===== src/rtl/cpu_pkg.sv =====
// Shared definitions for the five-stage CPU: fetch FSM states, reset defaults
// and datapath/counter widths.
package cpu_pkg;

  localparam int unsigned INST_W = 32;
  localparam int unsigned CNT_W  = 16;

  localparam logic [INST_W-1:0] RESET_PC = 32'h0000_0000;
  localparam logic [INST_W-1:0] NOP_INST = 32'h0000_0000;

  typedef enum logic [1:0] {
    IDLE  = 2'd0,
    FETCH = 2'd1,
    DRAIN = 2'd2
  } fetch_state_t;

endpackage


===== src/rtl/sat_counter.sv =====
// Up-counter with enable that sticks at all-ones instead of wrapping.
module sat_counter #(
  parameter int unsigned WIDTH = 16
) (
  input  logic             clk_i,
  input  logic             rst_ni,
  input  logic             en_i,
  output logic [WIDTH-1:0] cnt_o
);

  logic [WIDTH-1:0] cnt_q;
  logic [WIDTH-1:0] cnt_d;

  always_comb begin
    cnt_d = cnt_q;
    if (en_i && (cnt_q != '1)) cnt_d = cnt_q + 1'b1;
  end

  always_ff @(posedge clk_i or negedge rst_ni) begin
    if (!rst_ni) cnt_q <= '0;
    else         cnt_q <= cnt_d;
  end

  assign cnt_o = cnt_q;

endmodule


===== src/rtl/fetch_unit.sv =====
// Instruction fetch stage with IF/ID pipeline register, variable-latency
// imem handshake, stall/flush handling and saturating debug counters.
module fetch_unit
  import cpu_pkg::*;
(
  input  logic        clk_i,
  input  logic        rst_i,
  input  logic        start_i,
  input  logic        PCWrite_i,
  input  logic        IFIDWrite_i,
  input  logic        Flush_i,
  input  logic [31:0] branch_target_i,
  output logic        imem_req_o,
  output logic [31:0] imem_addr_o,
  input  logic        imem_ack_i,
  input  logic [31:0] imem_data_i,
  output logic [31:0] IF_ID_pc_o,
  output logic [31:0] IF_ID_inst_o,
  output logic        IF_ID_valid_o,
  output logic [15:0] stall_cnt_o,
  output logic [15:0] flush_cnt_o
);

  fetch_state_t      state_q, state_d;
  logic [INST_W-1:0] pc_q, pc_d;
  logic [INST_W-1:0] redirect_q, redirect_d;
  logic [INST_W-1:0] ifid_pc_q, ifid_pc_d;
  logic [INST_W-1:0] ifid_inst_q, ifid_inst_d;
  logic              ifid_valid_q, ifid_valid_d;
  logic              active;

  assign active = (state_q != IDLE);

  always_comb begin
    state_d      = state_q;
    pc_d         = pc_q;
    redirect_d   = redirect_q;
    ifid_pc_d    = ifid_pc_q;
    ifid_inst_d  = ifid_inst_q;
    ifid_valid_d = ifid_valid_q;

    unique case (state_q)
      IDLE: begin
        if (start_i) state_d = FETCH;
      end
      FETCH, DRAIN: begin
        if (Flush_i) begin
          // The outstanding address must not move, so a flush without ack
          // parks the target until the old request drains.
          ifid_pc_d    = pc_q;
          ifid_inst_d  = NOP_INST;
          ifid_valid_d = 1'b0;
          if (imem_ack_i) begin
            pc_d    = branch_target_i;
            state_d = FETCH;
          end else begin
            redirect_d = branch_target_i;
            state_d    = DRAIN;
          end
        end else if (state_q == FETCH) begin
          if (imem_ack_i && PCWrite_i && IFIDWrite_i) begin
            ifid_pc_d    = pc_q;
            ifid_inst_d  = imem_data_i;
            ifid_valid_d = 1'b1;
            pc_d         = pc_q + 32'd4;
          end else if (IFIDWrite_i && !(imem_ack_i && PCWrite_i)) begin
            ifid_pc_d    = pc_q;
            ifid_inst_d  = NOP_INST;
            ifid_valid_d = 1'b0;
          end
        end else begin
          if (IFIDWrite_i) begin
            ifid_pc_d    = pc_q;
            ifid_inst_d  = NOP_INST;
            ifid_valid_d = 1'b0;
          end
          if (imem_ack_i) begin
            pc_d    = redirect_q;
            state_d = FETCH;
          end
        end
      end
      default: state_d = IDLE;
    endcase
  end

  always_ff @(posedge clk_i or negedge rst_i) begin
    if (!rst_i) begin
      state_q      <= IDLE;
      pc_q         <= RESET_PC;
      redirect_q   <= '0;
      ifid_pc_q    <= '0;
      ifid_inst_q  <= NOP_INST;
      ifid_valid_q <= 1'b0;
    end else begin
      state_q      <= state_d;
      pc_q         <= pc_d;
      redirect_q   <= redirect_d;
      ifid_pc_q    <= ifid_pc_d;
      ifid_inst_q  <= ifid_inst_d;
      ifid_valid_q <= ifid_valid_d;
    end
  end

  sat_counter #(.WIDTH(CNT_W)) u_stall_cnt (
    .clk_i  (clk_i),
    .rst_ni (rst_i),
    .en_i   (active && !PCWrite_i && !Flush_i),
    .cnt_o  (stall_cnt_o)
  );

  sat_counter #(.WIDTH(CNT_W)) u_flush_cnt (
    .clk_i  (clk_i),
    .rst_ni (rst_i),
    .en_i   (active && Flush_i),
    .cnt_o  (flush_cnt_o)
  );

  assign imem_req_o    = active;
  assign imem_addr_o   = pc_q;
  assign IF_ID_pc_o    = ifid_pc_q;
  assign IF_ID_inst_o  = ifid_inst_q;
  assign IF_ID_valid_o = ifid_valid_q;

endmodule


===== config.mk =====
export PLATFORM = sky130hd
export DESIGN_NAME = fetch_unit
export DESIGN_NICKNAME = d
export VERILOG_FILES = /design/src/rtl/cpu_pkg.sv /design/src/rtl/sat_counter.sv /design/src/rtl/fetch_unit.sv
export SDC_FILE = /design/constraint.sdc
export NUM_CORES = 1
export LEC_CHECK = 0
export CAP_MARGIN = 10
export CORE_MARGIN = 2
export CORE_UTILIZATION = 46
export DETAILED_ROUTE_END_ITERATION = 10
export MAX_ROUTING_LAYER = met4
export PLACE_DENSITY = 0.77
export SLEW_MARGIN = 20
export SYNTH_ARGS = -nofsm -noshare
export SYNTH_HDL_FRONTEND = slang
export SYNTH_SLANG_ARGS = --single-unit

===== constraint.sdc =====
create_clock -name clk_i -period 6.1 [get_ports clk_i]
set_input_delay 0.915 -clock clk_i [delete_from_list [all_inputs] [get_ports clk_i]]
set_output_delay 0.915 -clock clk_i [all_outputs]
set_load 0.1 [all_outputs]

# Word-level counts from Yosys, hierarchy flattened
# Cells that the tools add are included.
dict set report word_totals {
  ff_bits 163
  inputBits 71
  out_inout_bits 130
  wordCells 68
}
dict set report op_classes {
  n_addsub 3
  eq_ne 10
  mux 26
  bitwise 1
  n_reduce_logical 20
}
# operator n
set ops {}
lappend ops {{32-bit two-way mux} 15}
lappend ops {{16-bit by 1-bit adder with 16-bit output (second input constant)} 2}
lappend ops {{32-bit by 3-bit adder with 32-bit output (second input constant)} 1}
lappend ops {{16-bit inequality test (second input constant)} 2}
lappend ops {{2-bit two-way mux} 5}
lappend ops {{3-bit AND reduction} 3}
lappend ops {{1-bit logical AND} 8}
lappend ops {{3-bit inequality test (second input constant)} 2}
lappend ops {{1-bit two-way mux} 5}
lappend ops {{4-bit by 2-bit inequality test with 1-bit output (second input constant)} 1}
lappend ops {{2-bit case mux with 2 select lines} 1}
lappend ops {{4-bit AND reduction} 1}
lappend ops {{2-bit nonzero test} 2}
lappend ops {{1-bit logical NOT} 3}
lappend ops {{3-bit by 2-bit inequality test with 1-bit output (second input constant)} 1}
lappend ops {{3-bit nonzero test} 1}
lappend ops {{2-bit by 1-bit == test with 1-bit output (second input constant)} 1}
lappend ops {{2-bit == test (second input constant)} 1}
lappend ops {{2-bit logical NOT} 1}
lappend ops {{2-bit by 1-bit inequality test with 1-bit output (second input constant)} 1}
lappend ops {{2-bit inequality test (second input constant)} 1}
lappend ops {{2-bit OR reduction} 1}
lappend ops {{1-bit NOT} 1}

# Logic depth before layout (Yosys ltp)
# Gate-level depths: netlist (run 1).
dict set report depth {
  ltp_word 7
  mapped_depth 9
  ltp_nobuf 7
}

# By module
# A second synthesis (run 1) with hierarchy kept.
dict set report unflattened {
  cells_unflattened 684
  area_unflattened_um2 7767.4
}
# module instances cells_each area_each_um2 seq_area_each_um2
set by_module_without_submodules {}
lappend by_module_without_submodules {fetch_unit 1 540 6125.9 3278.1}
lappend by_module_without_submodules {{sat_counter at u_flush_cnt} 1 72 859.6 400.4}
lappend by_module_without_submodules {{sat_counter at u_stall_cnt} 1 72 782.0 400.4}

# Least setup slack after synthesis (run 1)
# No wires, ideal clock.
dict set report synth_path {
  path_kind {reg2reg}
  start {register pc_q[6], in the netlist imem_addr_o[6]}
  end {register pc_q[25], in the netlist imem_addr_o[25]}
  setup_ns 0.105
  arrival_time_ns 2.541
  required_ns 5.995
  path_slack_ns 3.454
  stages_incl_launch_ff 6
  path_buffers 1
  period_less_slack_ns 2.646
  path_cell_list {dfrtp_1 > buf_4 > nand4_2 > or4_4 > or4_4 > o311ai_2}
}
dict set report synth_via {
  elab_chain_len 4
}
# element line
set synth_lines {}
lappend synth_lines {{start, declared} fetch_unit.sv:25} ;# logic [INST_W-1:0] pc_q, pc_d;
lappend synth_lines {{start signal, assigned} fetch_unit.sv:97} ;# pc_q <= pc_d;
lappend synth_lines {{32-bit by 3-bit adder with 32-bit output} fetch_unit.sv:65} ;# pc_d = pc_q + 32'd4;
lappend synth_lines {{32-bit two-way mux} fetch_unit.sv:61} ;# if (imem_ack_i && PCWrite_i && IFIDWrite_i) begin
lappend synth_lines {{32-bit two-way mux} fetch_unit.sv:60} ;# end else if (state_q == FETCH) begin
lappend synth_lines {{32-bit two-way mux} fetch_unit.sv:47} ;# if (Flush_i) begin
# No other way between the ends. The select of a mux whose other input is x is not followed.
# A chain may end at the register's enable or synchronous reset.

# Final worst setup path (run 1)
dict set report layout_path {
  start {input port Flush_i}
  end {register pc_q[24], in the netlist imem_addr_o[24]}
}
dict set report layout_via {
  elab_chain_len 2
  elab_cells_between_ends 4
  cone_classes {eq/ne (2); mux (1); reduce/logical (1)}
}
# element line
set layout_lines {}
lappend layout_lines {{start, declared} fetch_unit.sv:11} ;# input logic Flush_i,
lappend layout_lines {{3-bit by 2-bit inequality test with 1-bit output (no source line) or 2-bit by 1-bit inequality test with 1-bit output (tied branches)} n/a}
lappend layout_lines {{4-bit AND reduction (no source line)} n/a}
# Parallel ways exist; a longest one is shown, timed or not.

==> flow_summary.yaml, run 1 <==
setup_path:
  reg2reg_depth: 6
  end_kind: "flop"
  worstPathMaxFanout: 47
  critical_path_class: "input port to flop"
  crit_required_ns: 6.41
  r2r-start: "state_q[1]"
  timing.rr.end: "imem_addr_o[24]"
  arrival_ns: 3.78
  reg2reg_slack_ns: 2.81
  start_kind: "input port"
clocking:
  cts-root-buf: "clkbuf_16"
  clk_pin_slew_worst_paths_ns: 0.06
  htreeDepth: 4
  clk_path_buf_depth: 2
  ctsResizeCount: 0
  cts_tree: "built"
  cts_setup_buffers: 0
  cts-buffers-inserted: 17
  hold_buffers: 0
  insertion_delay_ns: 0.43
  cts_sinks: 163
grt:
  grt_usage_pct: 25.3
  grt_pass1_vias: 6384
  grt_max_degree: 102
  antenna_found_initial: 0
  grt_pass1_wl_mm: 33.9
  overflow: 0
logic_synthesis:
  syn_nets: 732
  ys_async_sr_fraction_pct: 100
  synth_ff_type: "dfrtp_1"
  yosysSeqAreaShare_pct: 54.7
  synth-seq-cells: 163
  avgSynthCellArea_um2: 11.4
  syn_inst: 655
  yosys_warnings: 0
  netlist_area_um2: 7460
  synth.distinct_cells: 61
  synth_edf_count: 0
timing:
  fin_crit_ns: 3.47
  drv_slew: 0
  slew_headroom_pct: 31.6
  finalHoldViolations: 0
  max_freq_mhz: 288
  setup_viol: 0
  fin_crit_sh_pct: 56.9
  setup_tns_ns: 0
  fin_worst_skew_ns: 0.00754
  grt_setup_unrepaired: "false"
  tightest_slew_ns: 1.02
floorplanning:
  die_w_um: 131
  dieArea_um2: 17300
  start_util_pct: 47.0
  row_count: 46
  ios: 201
  die_h_um: 131
  core-area_um2: 15900
final_layout:
  final_area_um2: 10300
  area_growth_pct: 37.4
  regArea_um2: 4080
  mostFrequentLayoutCells: "199 x clkdlybuf4s50_1, 163 x dfrtp_1, 63 x mux2_2, 53 x nand2_1, 45 x a22o_1"
  final_common_cell: "clkdlybuf4s50_1"
  num-nets-final: 922
  fillers: 1268
  diodes: 0
  multi_input_area_um2: 3180
  finalNonFillerCells: 1073
  drive_gt1_share_pct: 13.5
routing:
  drc_errors: 0
  wl_met3_mm: 1.73
  wl_met1_mm: 8.72
  routed_wl_mm: 20.7
  avgViaCountPerCell: 5.84
  top_layer: "met4"
  drt_iter0_markers: 426
  drt-wirelength-per-cell_um: 19.3
  vias: 6261
  drt_pass1_iterations: 6
  wl_met2_mm: 9.86
  ant_nets: 0
place:
  placed_area_um2: 9650
  hpwl_mm: 14.5
  place_inst: 1042
  place.gp.congestion: 0.951
  portBuffers: 200
min_path:
  hold_path_depth: 2
  hold_end: "IF_ID_pc_o[11]"
  hp-start: "IF_ID_pc_o[11]"
  hold_path_class: "flop to flop"
job:
  cap_violations: 0
outcome:
  outcome: "finished clean"
stage by stage:
stage,setup slack (ns),hold WS (ns),util (%)
4_1_cts,2.68,0.483,64.6
3_5_place_dp,2.25,0.469,60.7
5_1_grt,2.41,0.497,64.6
6_report,2.63,0.477,64.6
3_3_place_gp,2.35,0.462,60.7
2_1_floorplan,3.45,0.471,-
worst max-delay path by stage:
stage	startpoint	to	slack [ns]
3_5_place_dp	Flush_i	imem_addr_o[24]	2.25
4_1_cts	Flush_i	imem_addr_o[24]	2.68
2_1_floorplan	imem_addr_o[6]	imem_addr_o[25]	3.45
6_report	Flush_i	imem_addr_o[24]	2.63
5_1_grt	Flush_i	imem_addr_o[24]	2.41
3_3_place_gp	Flush_i	imem_addr_o[24]	2.35
routing by layer:
metal | track usage (%) | up-vias
li1 | - | 2829
met1 | 32.0 | 3115
met2 | 40.0 | 282
met3 | 7.37 | 35
met4 | 7.37 | 0
met5 | - | -
sequential cells by signal, summed over array words and instances (netlist names):
register,count
IF_ID_inst_o,32
IF_ID_pc_o,32
imem_addr_o,32
redirect_q,32
u_flush_cnt.cnt_o,16
u_stall_cnt.cnt_o,16
state_q,2
IF_ID_valid_o,1
cell families (layout without fill, tap and decap cells):
| kind of cell | after synthesis | count (layout) | synth area share (%) |
|---|---|---|---|
| buf+inv | 50 | 252 | 2.87 |
| flops | 163 | 163 | 54.7 |
| compound gates | 171 | 171 | 16.5 |
| mux | 66 | 66 | 9.91 |
| fa+ha+maj | 6 | 6 | 1.01 |
| simple gates | 173 | 173 | 12.0 |
| xor+xnor | 26 | 26 | 3.05 |
synthesized netlist by cell type (4+ instances only):
master	instances	share of area [%]
ha_1	6	1.0
dfrtp_1	163	55
xnor2_1	19	2.2
buf_1	4	0.20
o211ai_1	6	0.60
nor4_1	5	0.42
a31oi_1	10	0.84
nand2b_1	4	0.34
nor3_1	9	0.60
o31a_1	5	0.59
o31ai_1	4	0.40
nor2_1	25	1.3
a22oi_1	11	1.1
inv_1	13	0.65
and3_1	6	0.50
nand4_1	21	1.8
a21oi_1	23	1.5
a22o_1	45	5.3
nand2_1	53	2.7
clkbuf_1	26	1.3
and4_1	5	0.59
nand4b_1	4	0.47
mux2_2	63	9.5
xor2_1	7	0.82
o21ai_0	39	2.6
nand3_1	24	1.6
and2_1	4	0.34
layout make-up:
cell class | count | share of cell area, %
clock buffers | 22 | 4.72
clock inverters | 9 | 1.24
inverters | 13 | 0.476
multi-input cells | 442 | 31.0
flip-flops and latches | 163 | 39.8
well taps | 216 | 2.63
repair buffers | 208 | 20.1
critical path: stages:
cell and delay, ns:
clkdlybuf4s50_1 0.41, buf_4 0.29, nor2b_1 0.70, a21o_1 0.89, o21ai_0 0.24, a311o_1 0.30
Power of run 1 is left out: the tool's default activity adds up to more than one toggle a clock period on the data nets, which glitch-free logic cannot reach.
==> run 2, diff against run 1 <==
==> constraint.sdc (replaced) <==
create_clock -name clk_i -period 3.3 [get_ports clk_i]
set_input_delay 0.495 -clock clk_i [delete_from_list [all_inputs] [get_ports clk_i]]
set_output_delay 0.495 -clock clk_i [all_outputs]
set_load 0.1 [all_outputs]
==> flow_summary.yaml, run 2 (synthesized netlist as in run 1, its figures left out) <==
routing:
  vias: 6171
  drt_iter0_markers: 518
  drc_errors: 0
  avgViaCountPerCell: 5.71
  drt-wirelength-per-cell_um: 18.7
  drt_pass1_iterations: 5
  routed_wl_mm: 20.2
  ant_nets: 0
clocking:
  clk_path_buf_depth: 2
  htreeDepth: 4
  cts-root-buf: "clkbuf_16"
  cts_setup_buffers: 0
  insertion_delay_ns: 0.42
  cts_sinks: 163
  hold_buffers: 0
  clk_pin_slew_worst_paths_ns: 0.06
  cts_tree: "built"
  cts-buffers-inserted: 17
  ctsResizeCount: 0
final_layout:
  num-nets-final: 928
  mostFrequentLayoutCells: "163 x dfrtp_1, 150 x clkdlybuf4s50_1, 63 x mux2_2, 60 x buf_4, 53 x nand2_1"
  final_common_cell: "dfrtp_1"
  diodes: 0
  drive_gt1_share_pct: 20.0
  area_growth_pct: 36.6
timing:
  setup_tns_ns: 0
  drv_slew: 0
  max_freq_mhz: 396
  fin_worst_skew_ns: 0.00686
  fin_crit_sh_pct: 76.6
  slew_headroom_pct: 33.3
  tightest_slew_ns: 0.997
  finalHoldViolations: 0
  grt_setup_unrepaired: "false"
  fin_crit_ns: 2.53
  setup_viol: 0
place:
  portBuffers: 200
  place.gp.congestion: 0.885
  hpwl_mm: 14.7
grt:
  grt_max_degree: 72
  grt_pass1_wl_mm: 33.5
  antenna_found_initial: 0
  overflow: 0
  grt_usage_pct: 24.8
  grt_pass1_vias: 6257
setup_path:
  worstPathMaxFanout: 14
  critical_path_class: "flop to flop"
  crit_required_ns: 3.62
  start_kind: "flop"
  end_kind: "flop"
  arrival_ns: 2.85
floorplanning:
  start_util_pct: 47.0
  die_h_um: 131
  die_w_um: 131
  row_count: 46
  dieArea_um2: 17300
  ios: 201
  core-area_um2: 15900
job:
  cap_violations: 0
outcome:
  outcome: "finished clean"
min_path:
  hold_path_class: "input port to asynchronous set/reset pin"
run 2: changes by cell type in the layout (fill, tap and decap cells not counted), sizes merged:
cell           change
bufinv             -2
inv                +1
buf               +55
clkdlybuf4s50     -49
clkinvlp           +2
run 2: area by class of cell:
type                            instances  area, um^2
Fill cell                            1287        5690
Sequential cell                       163        4080
Multi-Input combinational cell        442        3180
Timing Repair Buffer                  214        2020
Clock buffer                           22         494
Tap cell                              216         270
Clock inverter                         10        98.8
Inverter                               13        48.8
run 2: critical path: stages (launching register included):
cell and delay (ns):
dfrtp_1 0.40, inv_1 0.10, ha_1 0.48, nand4b_1 0.19, or4_4 0.51, or4_4 0.48, o311ai_2 0.28
run 2: metrics by stage:
step	setup WS, ns	hold WS (ns)	cell area [um^2]	util, %	instances
after global placement	0.736	0.462	9610	60.5	1048
after global routing	0.661	0.122	10200	64.2	1080
after floorplan	0.654	0.199	7460	-	655
final	0.773	0.0729	10200	64.2	1080
after detailed placement	0.617	0.470	9610	60.5	1048
after CTS	0.756	0.107	10200	64.2	1080
run 2: worst paths after layout:
| kind | startpoint | endpoint | slack (ns) | cells past startpoint |
|---|---|---|---|---|
| hold / removal | rst_i | IF_ID_inst_o[18] | 0.07 | 1 |
| hold reg to reg | IF_ID_pc_o[2] | IF_ID_pc_o[2] | 0.48 | 2 |
| max in group asynchronous | rst_i | redirect_q[18] | 2.31 | 2 |
| min in group clk_i | IF_ID_pc_o[2] | IF_ID_pc_o[2] | 0.48 | 2 |
| setup reg to reg | state_q[1] | imem_addr_o[25] | 0.77 | 6 |
| setup / recovery | state_q[1] | imem_addr_o[25] | 0.77 | 6 |
run 2: per-layer routing:
layer | track usage [%] | vias up | wire length [um]
li1 | - | 2838 | -
met1 | 32.5 | 3095 | 8950
met2 | 38.7 | 222 | 9580
met3 | 6.71 | 16 | 1470
met4 | 6.22 | 0 | 200
met5 | - | - | 0
Power of run 2 is left out for the same reason.
==> run 3, diff against run 2 <==
==> constraint.sdc (replaced) <==
create_clock -name clk_i -period 2.64 [get_ports clk_i]
set_input_delay 0.396 -clock clk_i [delete_from_list [all_inputs] [get_ports clk_i]]
set_output_delay 0.396 -clock clk_i [all_outputs]
set_load 0.1 [all_outputs]
==> flow_summary.yaml, run 3 (synthesized netlist as in run 1, its figures left out) <==
grt:
  antenna_found_initial: 1
  grt_pass1_wl_mm: 33.1
  grt_usage_pct: 24.5
  grt_max_degree: 71
  overflow: 0
  grt_pass1_vias: 6286
setup_path:
  critical_path_class: "flop to flop"
  arrival_ns: 2.51
  worstPathMaxFanout: 7
  path_common_cell: "nand4_1"
  critical_path.max_stage_delay_ns: 0.57
  crit_required_ns: 2.93
  path_cells: "nand4_1 > nor4_1 > nand4_1 > o211ai_1 > o311ai_2"
  start_kind: "flop"
  end_kind: "flop"
  slowest_stage: "nor4_1"
routing:
  routed_wl_mm: 20.1
  avgViaCountPerCell: 5.66
  drt_pass1_iterations: 5
  vias: 6184
  drt_iter0_markers: 403
  ant_nets: 0
  drc_errors: 0
  drt-wirelength-per-cell_um: 18.4
place:
  place.gp.congestion: 0.914
  portBuffers: 200
  hpwl_mm: 14.8
  place_inst: 1059
clocking:
  cts_sinks: 163
  cts-root-buf: "clkbuf_16"
  htreeDepth: 4
  cts-buffers-inserted: 17
  cts_tree: "built"
  ctsResizeCount: 0
  clk_pin_slew_worst_paths_ns: 0.06
  insertion_delay_ns: 0.42
  clk_path_buf_depth: 2
final_layout:
  drive_gt1_share_pct: 30.4
  num-nets-final: 940
  final_common_cell: "dfrtp_1"
  finalNonFillerCells: 1093
  area_growth_pct: 35.7
  utilization_pct: 63.8
  mostFrequentLayoutCells: "162 x dfrtp_1, 151 x buf_4, 69 x clkdlybuf4s50_1, 63 x mux2_2, 53 x nand2_1"
timing:
  slew_headroom_pct: 57.2
  setup_viol: 0
  setup_tns_ns: 0
  fin_crit_ns: 2.22
  max_freq_mhz: 451
  tightest_slew_ns: 0.641
  finalHoldViolations: 0
  fin_worst_skew_ns: 0.00706
  fin_crit_sh_pct: 84.0
  drv_slew: 0
  whs_ns: 0.458
  grt_setup_unrepaired: "false"
floorplanning:
  core-area_um2: 15900
  die_w_um: 131
  dieArea_um2: 17300
  ios: 201
  die_h_um: 131
  row_count: 46
  start_util_pct: 47.0
job:
  cap_violations: 0
outcome:
  outcome: "finished clean"
min_path:
  hold_path_class: "input port to asynchronous set/reset pin"
run 3: cell types whose count changed in the layout (fill, tap and decap cells not counted), sizes merged:
| cell | delta |
|---|---|
| buf | +92 |
| inv | +2 |
| dlygate4sd3 | +1 |
| clkinv | +1 |
| clkdlybuf4s50 | -81 |
| clkbuf | -4 |
| clkinvlp | -1 |
| bufinv | +2 |
| diode | +1 |
run 3: final timing paths:
kind	from	to	slack, ns	depth (start not counted)
min in group clk_i	IF_ID_pc_o[2]	IF_ID_pc_o[2]	0.48	2
max in group asynchronous	rst_i	IF_ID_inst_o[28]	1.44	3
hold / removal	rst_i	IF_ID_pc_o[31]	0.46	2
setup / recovery	imem_addr_o[17]	imem_addr_o[27]	0.42	5
hold reg to reg	IF_ID_pc_o[2]	IF_ID_pc_o[2]	0.48	2
setup reg to reg	imem_addr_o[17]	imem_addr_o[27]	0.42	5
run 3: worst max-delay path, delay by kind of cell (launching register included):
family	cells	cell delay [ns]
DFF	1	0.51
AOI/OAI and AO/OA	2	0.43
and+or+nand+nor	3	1.14
run 3: timing repair:
item                                    in CTS  in global routing
buffers inserted                             0                  0
hold buffers                                 1                  0
endpoints found under the setup margin       0                  0
endpoints found under the hold margin       40                  0
run 3: cell type report:
cell class	count	area, um^2
Fill cell	1270	5760
Inverter	13	48.8
Clock buffer	18	439
Sequential cell	163	4080
Timing Repair Buffer	226	1930
Multi-Input combinational cell	442	3180
Clock inverter	14	178
Antenna cell	1	2.50
Tap cell	216	270
run 3: layer usage:
layer	up-vias	GRT usage, %	share of wire, %
met5	-	-	0
met4	0	6.88	1.4
met3	24	6.60	8.2
met2	277	37.7	47
met1	3025	32.3	44
li1	2858	-	-
run 3: metrics by stage:
stage | worst slack (ns) | area (um^2)
finish | 0.423 | 10100
global route | 0.228 | 10100
CTS | 0.421 | 10100
detailed placement | 0.196 | 9500
global placement | 0.270 | 9500
floorplan | 0.0452 | 7460
Power of run 3 is left out for the same reason.
